### src/rtl/sdram_chan_arbiter.sv
`default_nettype none
// ============================================================================
// Module   : sdram_chan_arbiter
// Purpose  : Shares one 8-bit SDRAM controller channel among N requesters.
//            Requesters use a level req / one-cycle ack handshake. The block
//            picks a requester round-robin, latches its address, data and
//            direction, raises a fresh rd/wr strobe edge toward the
//            controller, tracks the controller busy flag and returns the read
//            byte (or echoes the write byte) together with the ack pulse.
// Ports    : clk, reset               clock, asynchronous active-high reset
//            req/req_we/req_addr/req_din   per-requester request bundle
//            ack, dout, grant         completion pulse, result byte, grant idx
//            ch_addr/ch_rd/ch_wr/ch_din    toward controller channel
//            ch_dout/ch_busy          from controller channel
// Revision : 1.0  initial release
// ============================================================================
module sdram_chan_arbiter #(
    parameter int N  = 4,
    parameter int AW = 25
) (
    input  logic            clk,
    input  logic            reset,
    input  logic [N-1:0]    req,
    input  logic [N-1:0]    req_we,
    input  logic [N*AW-1:0] req_addr,
    input  logic [N*8-1:0]  req_din,
    output logic [N-1:0]    ack,
    output logic [7:0]      dout,
    output logic [2:0]      grant,
    output logic [AW-1:0]   ch_addr,
    output logic            ch_rd,
    output logic            ch_wr,
    output logic [7:0]      ch_din,
    input  logic [7:0]      ch_dout,
    input  logic            ch_busy
);

    localparam logic [1:0] c_st_idle      = 2'd0;
    localparam logic [1:0] c_st_issue     = 2'd1;
    localparam logic [1:0] c_st_wait_busy = 2'd2;
    localparam logic [1:0] c_st_wait_done = 2'd3;

    logic [1:0]    r_state;
    logic [2:0]    r_ptr;
    logic [2:0]    r_grant;
    logic          r_we;
    logic [AW-1:0] r_addr;
    logic [7:0]    r_din;
    logic [7:0]    r_dout;
    logic          r_rd;
    logic          r_wr;
    logic [N-1:0]  r_ack;

    logic          w_found;
    logic [2:0]    w_idx;
    logic [AW-1:0] w_addr;
    logic [7:0]    w_din;
    logic          w_we;
    logic [2:0]    w_ptr_next;

    // Round-robin pick: the first pass only accepts requesters at or above
    // the pointer; if none is found the second pass takes the lowest set
    // request, which is then necessarily below the pointer (the wrap case).
    always_comb begin
        w_found = 1'b0;
        w_idx   = 3'd0;
        w_addr  = '0;
        w_din   = 8'd0;
        w_we    = 1'b0;
        for (int i = 0; i < N; i++) begin
            if (!w_found && req[i] && (3'(i) >= r_ptr)) begin
                w_found = 1'b1;
                w_idx   = 3'(i);
                w_addr  = req_addr[i*AW +: AW];
                w_din   = req_din[i*8 +: 8];
                w_we    = req_we[i];
            end
        end
        for (int i = 0; i < N; i++) begin
            if (!w_found && req[i]) begin
                w_found = 1'b1;
                w_idx   = 3'(i);
                w_addr  = req_addr[i*AW +: AW];
                w_din   = req_din[i*8 +: 8];
                w_we    = req_we[i];
            end
        end
    end

    assign w_ptr_next = (r_grant == 3'(N-1)) ? 3'd0 : r_grant + 3'd1;

    always_ff @(posedge clk or posedge reset) begin
        if (reset) begin
            r_state <= c_st_idle;
            r_ptr   <= 3'd0;
            r_grant <= 3'd0;
            r_we    <= 1'b0;
            r_addr  <= '0;
            r_din   <= 8'd0;
            r_dout  <= 8'd0;
            r_rd    <= 1'b0;
            r_wr    <= 1'b0;
            r_ack   <= '0;
        end else begin
            r_ack <= '0;
            case (r_state)
                c_st_idle: begin
                    r_rd <= 1'b0;
                    r_wr <= 1'b0;
                    // A busy channel here means an operation is still in
                    // flight (e.g. one aborted by reset); never overlap it.
                    if (!ch_busy && w_found) begin
                        r_grant <= w_idx;
                        r_addr  <= w_addr;
                        r_din   <= w_din;
                        r_we    <= w_we;
                        r_state <= c_st_issue;
                    end
                end
                c_st_issue: begin
                    r_wr    <= r_we;
                    r_rd    <= ~r_we;
                    r_state <= c_st_wait_busy;
                end
                c_st_wait_busy: begin
                    // No timeout: the controller holds a pending edge through
                    // its init and refresh phases.
                    if (ch_busy) begin
                        r_rd    <= 1'b0;
                        r_wr    <= 1'b0;
                        r_state <= c_st_wait_done;
                    end
                end
                c_st_wait_done: begin
                    if (!ch_busy) begin
                        r_dout <= r_we ? r_din : ch_dout;
                        for (int i = 0; i < N; i++) begin
                            r_ack[i] <= (r_grant == 3'(i));
                        end
                        r_ptr   <= w_ptr_next;
                        r_state <= c_st_idle;
                    end
                end
                default: begin
                    r_rd    <= 1'b0;
                    r_wr    <= 1'b0;
                    r_state <= c_st_idle;
                end
            endcase
        end
    end

    assign ack     = r_ack;
    assign dout    = r_dout;
    assign grant   = r_grant;
    assign ch_addr = r_addr;
    assign ch_din  = r_din;
    assign ch_rd   = r_rd;
    assign ch_wr   = r_wr;

endmodule
`default_nettype wire

### config.mk
export PLATFORM = sky130hd
export DESIGN_NAME = sdram_chan_arbiter
export DESIGN_NICKNAME = d
export VERILOG_FILES = /design/src/rtl/sdram_chan_arbiter.sv
export SDC_FILE = /design/constraint.sdc
export NUM_CORES = 1
export LEC_CHECK = 0
export ABC_AREA = 1
export BUFFER_PORTS_ARGS = -buffer_cell sky130_fd_sc_hd__buf_2
export CAP_MARGIN = 10
export CORE_MARGIN = 1.5
export CORE_UTILIZATION = 35
export DETAILED_ROUTE_END_ITERATION = 10
export HOLD_SLACK_MARGIN = 0.03
export PLACE_DENSITY = 0.75
export SLEW_MARGIN = 15
export SYNTH_ARGS = -nofsm -noshare
export SYNTH_HDL_FRONTEND = slang
export SYNTH_SLANG_ARGS = --single-unit
### constraint.sdc
create_clock -name clk -period 1.55 [get_ports clk]
set_input_delay 0.155 -clock clk [delete_from_list [all_inputs] [get_ports clk]]
set_output_delay 0.155 -clock clk [all_outputs]
set_load 0.05 [all_outputs]
==> impl_metrics.py, run 1 <==
metrics = {
    "status": {
        "outcome": "finished with violations",
        "violations": "setup timing",
    },
    "die": {
        "fp.dieW_um": 118,
        "die_h_um": 118,
        "pin_count": 201,
        "initial_core_util": 0.363,
        "fp.coreArea_sq_mm": 0.0128,
        "die_area_sq_mm": 0.0140,
        "core.rowCount": 41,
    },
    "clocking": {
        "clkLatencyLatePin_ps": 310,
        "clock-sinks": 54,
        "cts_tree": "yes",
        "cts_root_buffer": "clkbuf_16",
        "cts.clk_slew.worst_paths_ps": 80,
        "clockBufferDepth": 2,
        "cts_htree_levels": 2,
        "cts_buffers": 5,
    },
    "timing": {
        "rsz0062_at_grt": "true",
        "fmax_mhz": 576,
        "setup_viol": 38,
        "clock_skew_ps": 7.39,
        "min_period_over_period": 1.12,
        "slew_viol_final": 0,
        "setup_slack_ps": -185,
        "period_minus_slack_ps": 1740,
        "finalHoldViolCount": 0,
    },
    "layout": {
        "fill_cells": 1354,
        "diodes": 0,
        "fin_area_sq_mm": 0.00651,
        "utilization": 0.508,
        "final_cells": 1185,
        "seqCellArea_sq_mm": 0.00135,
        "area_delta_synth_final_pct": 39.7,
        "nNetsFinal": 1172,
        "multi_input_area_sq_mm": 0.00278,
        "layout-drive-gt1-share": 0.291,
    },
    "synthesis": {
        "synthCells": 799,
        "synthTopCellsByArea": "dfrtp_1 (29%), nand2_1 (21%), nor2_1 (12%)",
        "syn_avg_cell_area_sq_um": 5.83,
        "netlist.area_leader.share": 0.290,
        "yosysWarnings": 0,
        "netlist_area_sq_mm": 0.00466,
        "yosysTopAreaCell": "dfrtp_1",
        "ys_types": 24,
        "synth_seq_area_share": 0.290,
        "syn_nets": 959,
        "ys_ff_latch": 54,
    },
    "global_routing": {
        "gr-usage-all-layers": 0.251,
        "grt_max_degree": 36,
        "antenna_found_initial": 0,
        "grt-ovfl-total": 0,
        "grt_first_pass_wirelength_um": 28500,
        "grt_pass1_vias": 5636,
    },
    "worst_setup_path": {
        "worstSetupStartpointType": "flop",
        "critPathKind": "flop to flop",
        "critPathRequiredTime_ps": 1750,
        "cp.arrival_ps": 1940,
        "cp_slowest_cell": "dfrtp_1",
        "cpMostUsedCell": "nand2_1",
        "crit_family": "simple AND/OR/NAND/NOR gates",
        "slowest_delay_ps": 410,
        "path_cells": "nor2_2 -> nand2_2 -> buf_6 -> nand3_4 -> buf_12 -> buf_12 -> nor2_4 -> nor2_2 -> nand2_1 -> nor2_1 -> nand3_1 -> nand2_1 -> nand2_1",
        "cp_max_fo": 7,
        "cp.buffers_inverters": 3,
        "worstSetupEndpointType": "flop",
    },
    "placement": {
        "gp_congestion": 0.835,
        "dp_cells": 1160,
        "io_buffers": 199,
        "hpwl_um": 12100,
        "post_dp_cell_area_sq_mm": 0.00601,
    },
    "power_and_ir_drop": {
        "power_leakage_nw": 3.83,
        "power_density_mw_per_mm2": 1690,
        "peakVddDrop_v": 0.000583,
        "total_power_mw": 11.0,
    },
    "drt": {
        "wl_um": 17600,
        "viasPerCell": 4.93,
        "avgRoutedWirePerCell_um": 14.8,
        "firstDrtPassIters": 7,
        "via_count": 5842,
        "drt_iter0_drc": 482,
        "ant_nets": 0,
        "drc": 0,
    },
    "hold_path": {
        "hold_class": "primary input to flop",
    },
    "flow_run": {
        "maxCapViolCount": 0,
    },
}
tightest hold or removal path: stages:
cell and delay, ps:
buf_2 70, a21oi_1 50, a21oi_1 110
cell usage after synthesis, drive strengths merged:
master and count:
clkinv 3, buf 35, clkbuf 15, ha 9, nor2 155, nand3 77, o211ai 1, a21oi 17
o21ai 5, nand4 70, conb 1, inv 89, nand2 267, o31ai 1, dfrtp 54
placed cells by master, fill, tap and decap left out, types with 2 or more instances in the layout:
| cell type | count |
|---|---|
| nand2_4 | 3 |
| clkinv_1 | 3 |
| nor2_1 | 144 |
| nand2_2 | 9 |
| o21ai_0 | 4 |
| buf_4 | 31 |
| buf_2 | 199 |
| nand3_1 | 74 |
| inv_2 | 5 |
| ha_1 | 9 |
| buf_8 | 2 |
| a21oi_1 | 17 |
| clkbuf_16 | 6 |
| inv_1 | 83 |
| buf_6 | 6 |
| dfrtp_1 | 54 |
| nand2_1 | 255 |
| nor2_4 | 6 |
| nor2_2 | 6 |
| nand4_1 | 70 |
| nand3_2 | 2 |
| buf_12 | 15 |
worst paths after layout:
kind                                 start     endpoint  slack [ps]  cells past startpoint
worst min-delay path            ch_dout[5]      dout[5]         120                      3
min in group asynchronous            reset   ch_addr[2]         470                      4
worst min register to register  ch_addr[2]   ch_addr[2]         480                      2
worst max-delay path              r_ptr[1]    ch_din[6]        -190                     13
max in group asynchronous            reset  ch_addr[21]         780                      4
worst max register to register    r_ptr[1]    ch_din[6]        -190                     13
per-stage QoR:
stage | setup WS (ps) | hold slack [ps] | TNS, ps
floorplan | 46.9 | 341 | 0
global placement | -254 | 270 | -7810
detailed placement | -273 | 266 | -8720
CTS | -148 | 120 | -4590
global route | -311 | 125 | -10050
finish | -185 | 122 | -5310
final cells by class:
type                    count  share of cell area
clock buffers               6              0.0213
clock inverters             2             0.00250
multi-input cells         604               0.427
inverters                  92              0.0534
flip-flops and latches     54               0.208
well taps                 172              0.0331
repair buffers            255               0.255
power by group:
group / internal (mW) / switching (mW)
registers: 2.02 / 0.453
logic: 2.33 / 4.95
clock network: 0.652 / 0.587
total: 5.00 / 5.99
sequential cells by signal (all words and copies together), names as in the netlist:
signal	cells
ch_din	8
r_we	1
ch_wr	1
ch_rd	1
ack	4
ch_addr	25
dout	8
grant	2
r_ptr	2
r_state	2
cell families after synthesis:
family / after synthesis / share of synthesized area
and+or+nand+nor: 569 / 0.526
AOI/OAI and AO/OA: 24 / 0.0268
buffers and inverters: 142 / 0.133
adders and majority gates: 9 / 0.0242
DFF: 54 / 0.290
other: 1 / 0.000805
routing by layer:
| layer | global-route usage | share of wire | vias up |
|---|---|---|---|
| met2 | 0.413 | 0.46 | 280 |
| met4 | 0.0881 | 0.024 | 0 |
| met3 | 0.0396 | 0.077 | 38 |
| li1 | - | - | 2938 |
| met1 | 0.332 | 0.44 | 2586 |
| met5 | 0 | 0 | - |
timing repair:
| action | CTS | global route |
|---|---|---|
| setup buffers | 2 | 12 |
| hold buffers | 1 | 0 |
| pin swaps | 6 | 22 |
| resized for setup | 13 | 27 |
| setup endpoints to repair | 36 | 38 |
| gates cloned | 1 | 1 |
| hold endpoints to repair | 54 | 0 |
(Power assumes the default switching activity.)
==> inputs of run 2 (changes only) <==
--- a/config.mk
+++ b/config.mk
@@ -9,10 +9,10 @@
 export BUFFER_PORTS_ARGS = -buffer_cell sky130_fd_sc_hd__buf_2
 export CAP_MARGIN = 10
 export CORE_MARGIN = 1.5
-export CORE_UTILIZATION = 35
+export CORE_UTILIZATION = 44
 export DETAILED_ROUTE_END_ITERATION = 10
 export HOLD_SLACK_MARGIN = 0.03
-export PLACE_DENSITY = 0.75
+export PLACE_DENSITY = 0.89
 export SLEW_MARGIN = 15
 export SYNTH_ARGS = -nofsm -noshare
 export SYNTH_HDL_FRONTEND = slang
==> run 2 against run 1 <==
Against the previous run:
- flip-flop and latch count unchanged
- critical endpoint is now ch_addr[10]
- highest routed layer unchanged
- non-clock buffer count decreased by 13
- clock skew increased by 1.7 ps
- the run still ends with setup timing left
- sequential power about the same
- sequential share of layout area increased by 0.47 points
==> impl_metrics.py, run 2 (synthesis results as in run 1) <==
metrics = {
    "status": {
        "outcome": "finished with violations",
        "violations": "setup timing",
    },
    "drt": {
        "wl_um": 16400,
        "drt_iter0_drc": 527,
        "drc": 0,
        "ant_nets": 0,
        "firstDrtPassIters": 5,
        "via_count": 5931,
        "viasPerCell": 5.22,
        "avgRoutedWirePerCell_um": 14.4,
    },
    "timing": {
        "whs_ps": 115,
        "setup_slack_ps": -157,
        "clock_skew_ps": 9.09,
        "setup_viol": 36,
        "slew_viol_final": 0,
        "finalHoldViolCount": 0,
        "period_minus_slack_ps": 1710,
        "fmax_mhz": 586,
        "rsz0062_at_grt": "true",
        "fin_tns_setup_ps": -4260,
        "min_period_over_period": 1.10,
    },
    "clocking": {
        "clock-sinks": 54,
        "cts_tree": "yes",
        "cts.clk_slew.worst_paths_ps": 100,
        "clkLatencyLatePin_ps": 310,
        "clockBufferDepth": 2,
        "cts_buffers": 5,
        "cts_htree_levels": 2,
        "cts_root_buffer": "clkbuf_8",
    },
    "layout": {
        "final_common_cell": "nand2_1",
        "nNetsFinal": 1159,
        "layout-drive-gt1-share": 0.303,
        "area_delta_synth_final_pct": 36.6,
        "utilization": 0.617,
        "fin_area_sq_mm": 0.00637,
        "most-common-layout-cells": "nand2_1 (237), buf_2 (199), nor2_1 (150)",
        "largest_register_ffs": 25,
        "final_cells": 1137,
        "fill_cells": 991,
    },
    "hold_path": {
        "hold_class": "primary input to flop",
    },
    "die": {
        "initial_core_util": 0.451,
        "pin_count": 201,
        "fp.coreArea_sq_mm": 0.0103,
        "fp.dieW_um": 106,
        "die_area_sq_mm": 0.0112,
        "core.rowCount": 37,
        "die_h_um": 106,
    },
    "worst_setup_path": {
        "path_cells": "nor2_1 -> nand2_1 -> buf_6 -> nand4_1 -> nor2_4 -> nand2_2 -> clkinv_4 -> clkbuf_16 -> nand2_4 -> nand3_1 -> nand2_1 -> nand2_1",
        "crit_family": "simple AND/OR/NAND/NOR gates",
        "critPathKind": "flop to flop",
        "worstSetupStartpointType": "flop",
        "cp_slowest_cell": "dfrtp_1",
        "worstSetupEndpointType": "flop",
        "cp.arrival_ps": 1920,
        "critPathRequiredTime_ps": 1760,
        "cp_max_fo": 7,
        "cp.buffers_inverters": 3,
        "slowest_delay_ps": 420,
        "cpMostUsedCell": "nand2_1",
    },
    "placement": {
        "gp_congestion": 0.864,
        "io_buffers": 199,
        "post_dp_cell_area_sq_mm": 0.00592,
        "dp_cells": 1119,
        "hpwl_um": 11200,
        "dpl_worst_slack_ps": -232,
    },
    "flow_run": {
        "maxCapViolCount": 0,
    },
    "global_routing": {
        "antenna_found_initial": 1,
        "grt_max_degree": 55,
        "grt_first_pass_wirelength_um": 26000,
        "grt_pass1_vias": 5478,
        "gr-usage-all-layers": 0.287,
        "grt-ovfl-total": 0,
    },
    "power_and_ir_drop": {
        "power_density_mw_per_mm2": 1620,
        "peakVddDrop_v": 0.000737,
        "power_leakage_nw": 3.80,
        "total_power_mw": 10.3,
    },
}
## run 2: changes by cell type in the layout (fill, tap and decap cells not counted), moves of 5 or more
cell	delta
nand2_1	-18
nand2_2	+18
buf_4	-10
nand3_1	-8
nand3_2	+8
nor2_1	+6
clkbuf_16	-5
clkbuf_8	+5
nor2_2	-5
## run 2: worst register-to-register path: cells and delay by family (launching register included)
family                 cells  cell delay (ps)
flip-flops                 1              420
buffers and inverters      3              470
AND/OR/NAND/NOR            9              710
## run 2: final timing paths
path                        startpoint     endpoint  slack (ps)  cells past startpoint
max                           r_ptr[1]  ch_addr[10]        -160                     12
min reg2reg                ch_addr[12]  ch_addr[12]         480                      2
max reg2reg                   r_ptr[1]  ch_addr[10]        -160                     12
min in group asynchronous        reset        ch_wr         420                      4
max in group asynchronous        reset  ch_addr[19]         860                      4
min                         ch_dout[6]      dout[6]         120                      3
## run 2: routing by layer
metal / part of all wire / global-route usage
met2: 0.46 / 0.477
met4: 0.038 / 0.116
met5: 0 / 0
met3: 0.082 / 0.0294
met1: 0.42 / 0.383
## run 2: report_power, final
part | leakage, nW | switching (mW) | internal (mW)
combinational | 3.07 | 4.88 | 2.15
sequential | 0.677 | 0.426 | 2.01
clock | 0.0514 | 0.489 | 0.369
total | 3.80 | 5.79 | 4.53
## run 2: repair_timing
item	4_1_cts	5_1_grt
hold buffers	1	0
resized for setup	15	49
gates cloned	2	1
endpoints found under the hold margin	54	0
endpoints found under the setup margin	36	38
pin swaps	5	11
buffers inserted	4	1
## run 2: layout make-up
type | instances | area, sq um | share of cell area
multi-input cells | 604 | 2850 | 0.448
repair buffers | 242 | 1540 | 0.242
flip-flops and latches | 54 | 1350 | 0.212
inverters | 92 | 350 | 0.0550
well taps | 136 | 170 | 0.0267
clock buffers | 6 | 82.6 | 0.0130
clock inverters | 2 | 17.5 | 0.00275
diodes | 1 | 2.50 | 0.000393
==> inputs of run 3 (changes only) <==
--- a/config.mk
+++ b/config.mk
@@ -13,6 +13,7 @@
 export DETAILED_ROUTE_END_ITERATION = 10
 export HOLD_SLACK_MARGIN = 0.03
 export PLACE_DENSITY = 0.89
+export SETUP_SLACK_MARGIN = 0.4
 export SLEW_MARGIN = 15
 export SYNTH_ARGS = -nofsm -noshare
 export SYNTH_HDL_FRONTEND = slang
==> run 3 against run 2 <==
Against the previous run:
- the flow still finishes with violations (setup timing)
- combinational power grew 17%
- power grew 16%
- critical endpoint is now ch_addr[11]
- register-to-register slack lost 110 ps
- largest power group unchanged
- largest cell class unchanged
==> impl_metrics.py, run 3 (synthesis results as in run 1) <==
metrics = {
    "layout": {
        "fill_cells": 862,
        "largest_register_ffs": 25,
        "nNetsFinal": 1185,
        "most-common-layout-cells": "nand2_1 (239), buf_2 (176), nor2_1 (144)",
        "layout-drive-gt1-share": 0.335,
        "final_cells": 1163,
        "area_delta_synth_final_pct": 46.7,
        "final_common_cell": "nand2_1",
    },
    "clocking": {
        "clockBufferDepth": 2,
        "cts_htree_levels": 2,
        "cts_buffers": 5,
        "cts_root_buffer": "clkbuf_8",
        "cts.clk_slew.worst_paths_ps": 110,
        "clock-sinks": 54,
        "cts_tree": "yes",
        "clkLatencyLatePin_ps": 310,
    },
    "timing": {
        "worst_pin_slew_ps": 557,
        "slew_headroom": 0.628,
        "rsz0062_at_grt": "true",
        "setup_slack_ps": -268,
        "finalHoldViolCount": 0,
        "whs_ps": 117,
        "setup_viol": 36,
        "min_period_over_period": 1.17,
        "clock_skew_ps": 11.4,
        "period_minus_slack_ps": 1820,
        "slew_viol_final": 0,
        "fmax_mhz": 550,
    },
    "die": {
        "initial_core_util": 0.451,
        "pin_count": 201,
        "core.rowCount": 37,
        "fp.coreArea_sq_mm": 0.0103,
        "die_area_sq_mm": 0.0112,
        "fp.dieW_um": 106,
        "die_h_um": 106,
    },
    "worst_setup_path": {
        "worstSetupStartpointType": "flop",
        "cp.arrival_ps": 2040,
        "critPathKind": "flop to flop",
        "cp_max_fo": 17,
        "worstSetupEndpointType": "flop",
        "critPathRequiredTime_ps": 1770,
    },
    "flow_run": {
        "maxCapViolCount": 0,
    },
    "drt": {
        "avgRoutedWirePerCell_um": 16.0,
        "drt_iter0_drc": 555,
        "ant_nets": 0,
        "viasPerCell": 5.45,
        "via_count": 6342,
        "firstDrtPassIters": 6,
        "wl_um": 18600,
        "drc": 0,
    },
    "status": {
        "outcome": "finished with violations",
        "violations": "setup timing",
    },
    "power_and_ir_drop": {
        "total_power_mw": 12.0,
        "power_density_mw_per_mm2": 1750,
        "peakVddDrop_v": 0.000960,
        "power_leakage_nw": 3.94,
    },
    "global_routing": {
        "antenna_found_initial": 0,
        "grt_first_pass_wirelength_um": 28100,
        "grt-ovfl-total": 0,
        "grt_max_degree": 36,
        "gr-usage-all-layers": 0.312,
        "grt_pass1_vias": 5733,
    },
    "placement": {
        "dp_cells": 1119,
        "io_buffers": 199,
        "hpwl_um": 11700,
        "gp_congestion": 0.921,
        "dpl_worst_slack_ps": -232,
    },
    "hold_path": {
        "hold_class": "primary input to flop",
    },
}
## run 3: cell types whose count changed in the layout (fill, tap and decap cells not counted), sizes merged
cell / delta
clkinv: -2
buf: +15
clkbuf: +11
inv: -1
clkinvlp: +1
bufinv: +2
## run 3: final cells by class
class	count	area, sq um	share of cell area
tap	136	170	0.0249
clock inverter	2	60.1	0.00878
sequential	54	1360	0.198
timing repair buffer	268	1930	0.282
multi-input combinational	604	2870	0.420
clock buffer	6	82.6	0.0121
inverter	92	367	0.0536
antenna	1	2.50	0.000366
## run 3: per-layer routing
metal  part of all wire  up-vias  global-route usage
met4              0.046        0               0.131
met1               0.38     2791               0.398
li1                   -     2970                   -
met3               0.11       99              0.0533
met5                  0        -                   0
met2               0.46      482               0.523
## run 3: timing repair
item                                    CTS  global route
buffers inserted                         17             9
hold endpoints to repair                 22             0
hold buffers                              1             0
endpoints found under the setup margin   61            60
resized for setup                        36            78
pin swaps                                12            38
cloned                                    5             3
## run 3: critical path: stages, from the launching register on
cell and delay, ps:
dfrtp_1 430, buf_6 140, inv_4 50, nand2_4 50
buf_6 130, nand3_2 70, nor2_2 40, nand4_1 100
nand2_2 100, nor2_4 190, inv_4 80, buf_12 160
nand2_1 90, nand2_1 60
## run 3: path summary, 6_finish.rpt
path	startpoint	to	slack (ps)	cells past startpoint
worst min-delay path	ch_dout[7]	dout[7]	120	3
worst min register to register	ch_addr[9]	ch_addr[9]	480	2
min in group asynchronous	reset	ch_addr[12]	430	3
worst max register to register	r_ptr[1]	ch_addr[11]	-270	13
max in group asynchronous	reset	ch_din[0]	560	4
worst max-delay path	r_ptr[1]	ch_addr[11]	-270	13
## run 3: stage by stage
step           utilization  TNS (ps)  instance area (sq um)
3_5_place_dp         0.576     -7020                   5940
4_1_cts              0.624     -4690                   6440
5_1_grt              0.662    -10710                   6830
2_1_floorplan            -         0                   4710
6_report             0.662     -8180                   6840
3_3_place_gp         0.576     -6470                   5940
## run 3: report_power, final
group	internal [mW]	leakage [nW]	switching, mW	total (mW)
Combinational	2.91	3.19	5.30	8.21
Sequential	2.02	0.673	0.541	2.56
Clock	0.689	0.0714	0.488	1.18
Total	5.62	3.94	6.33	12.0
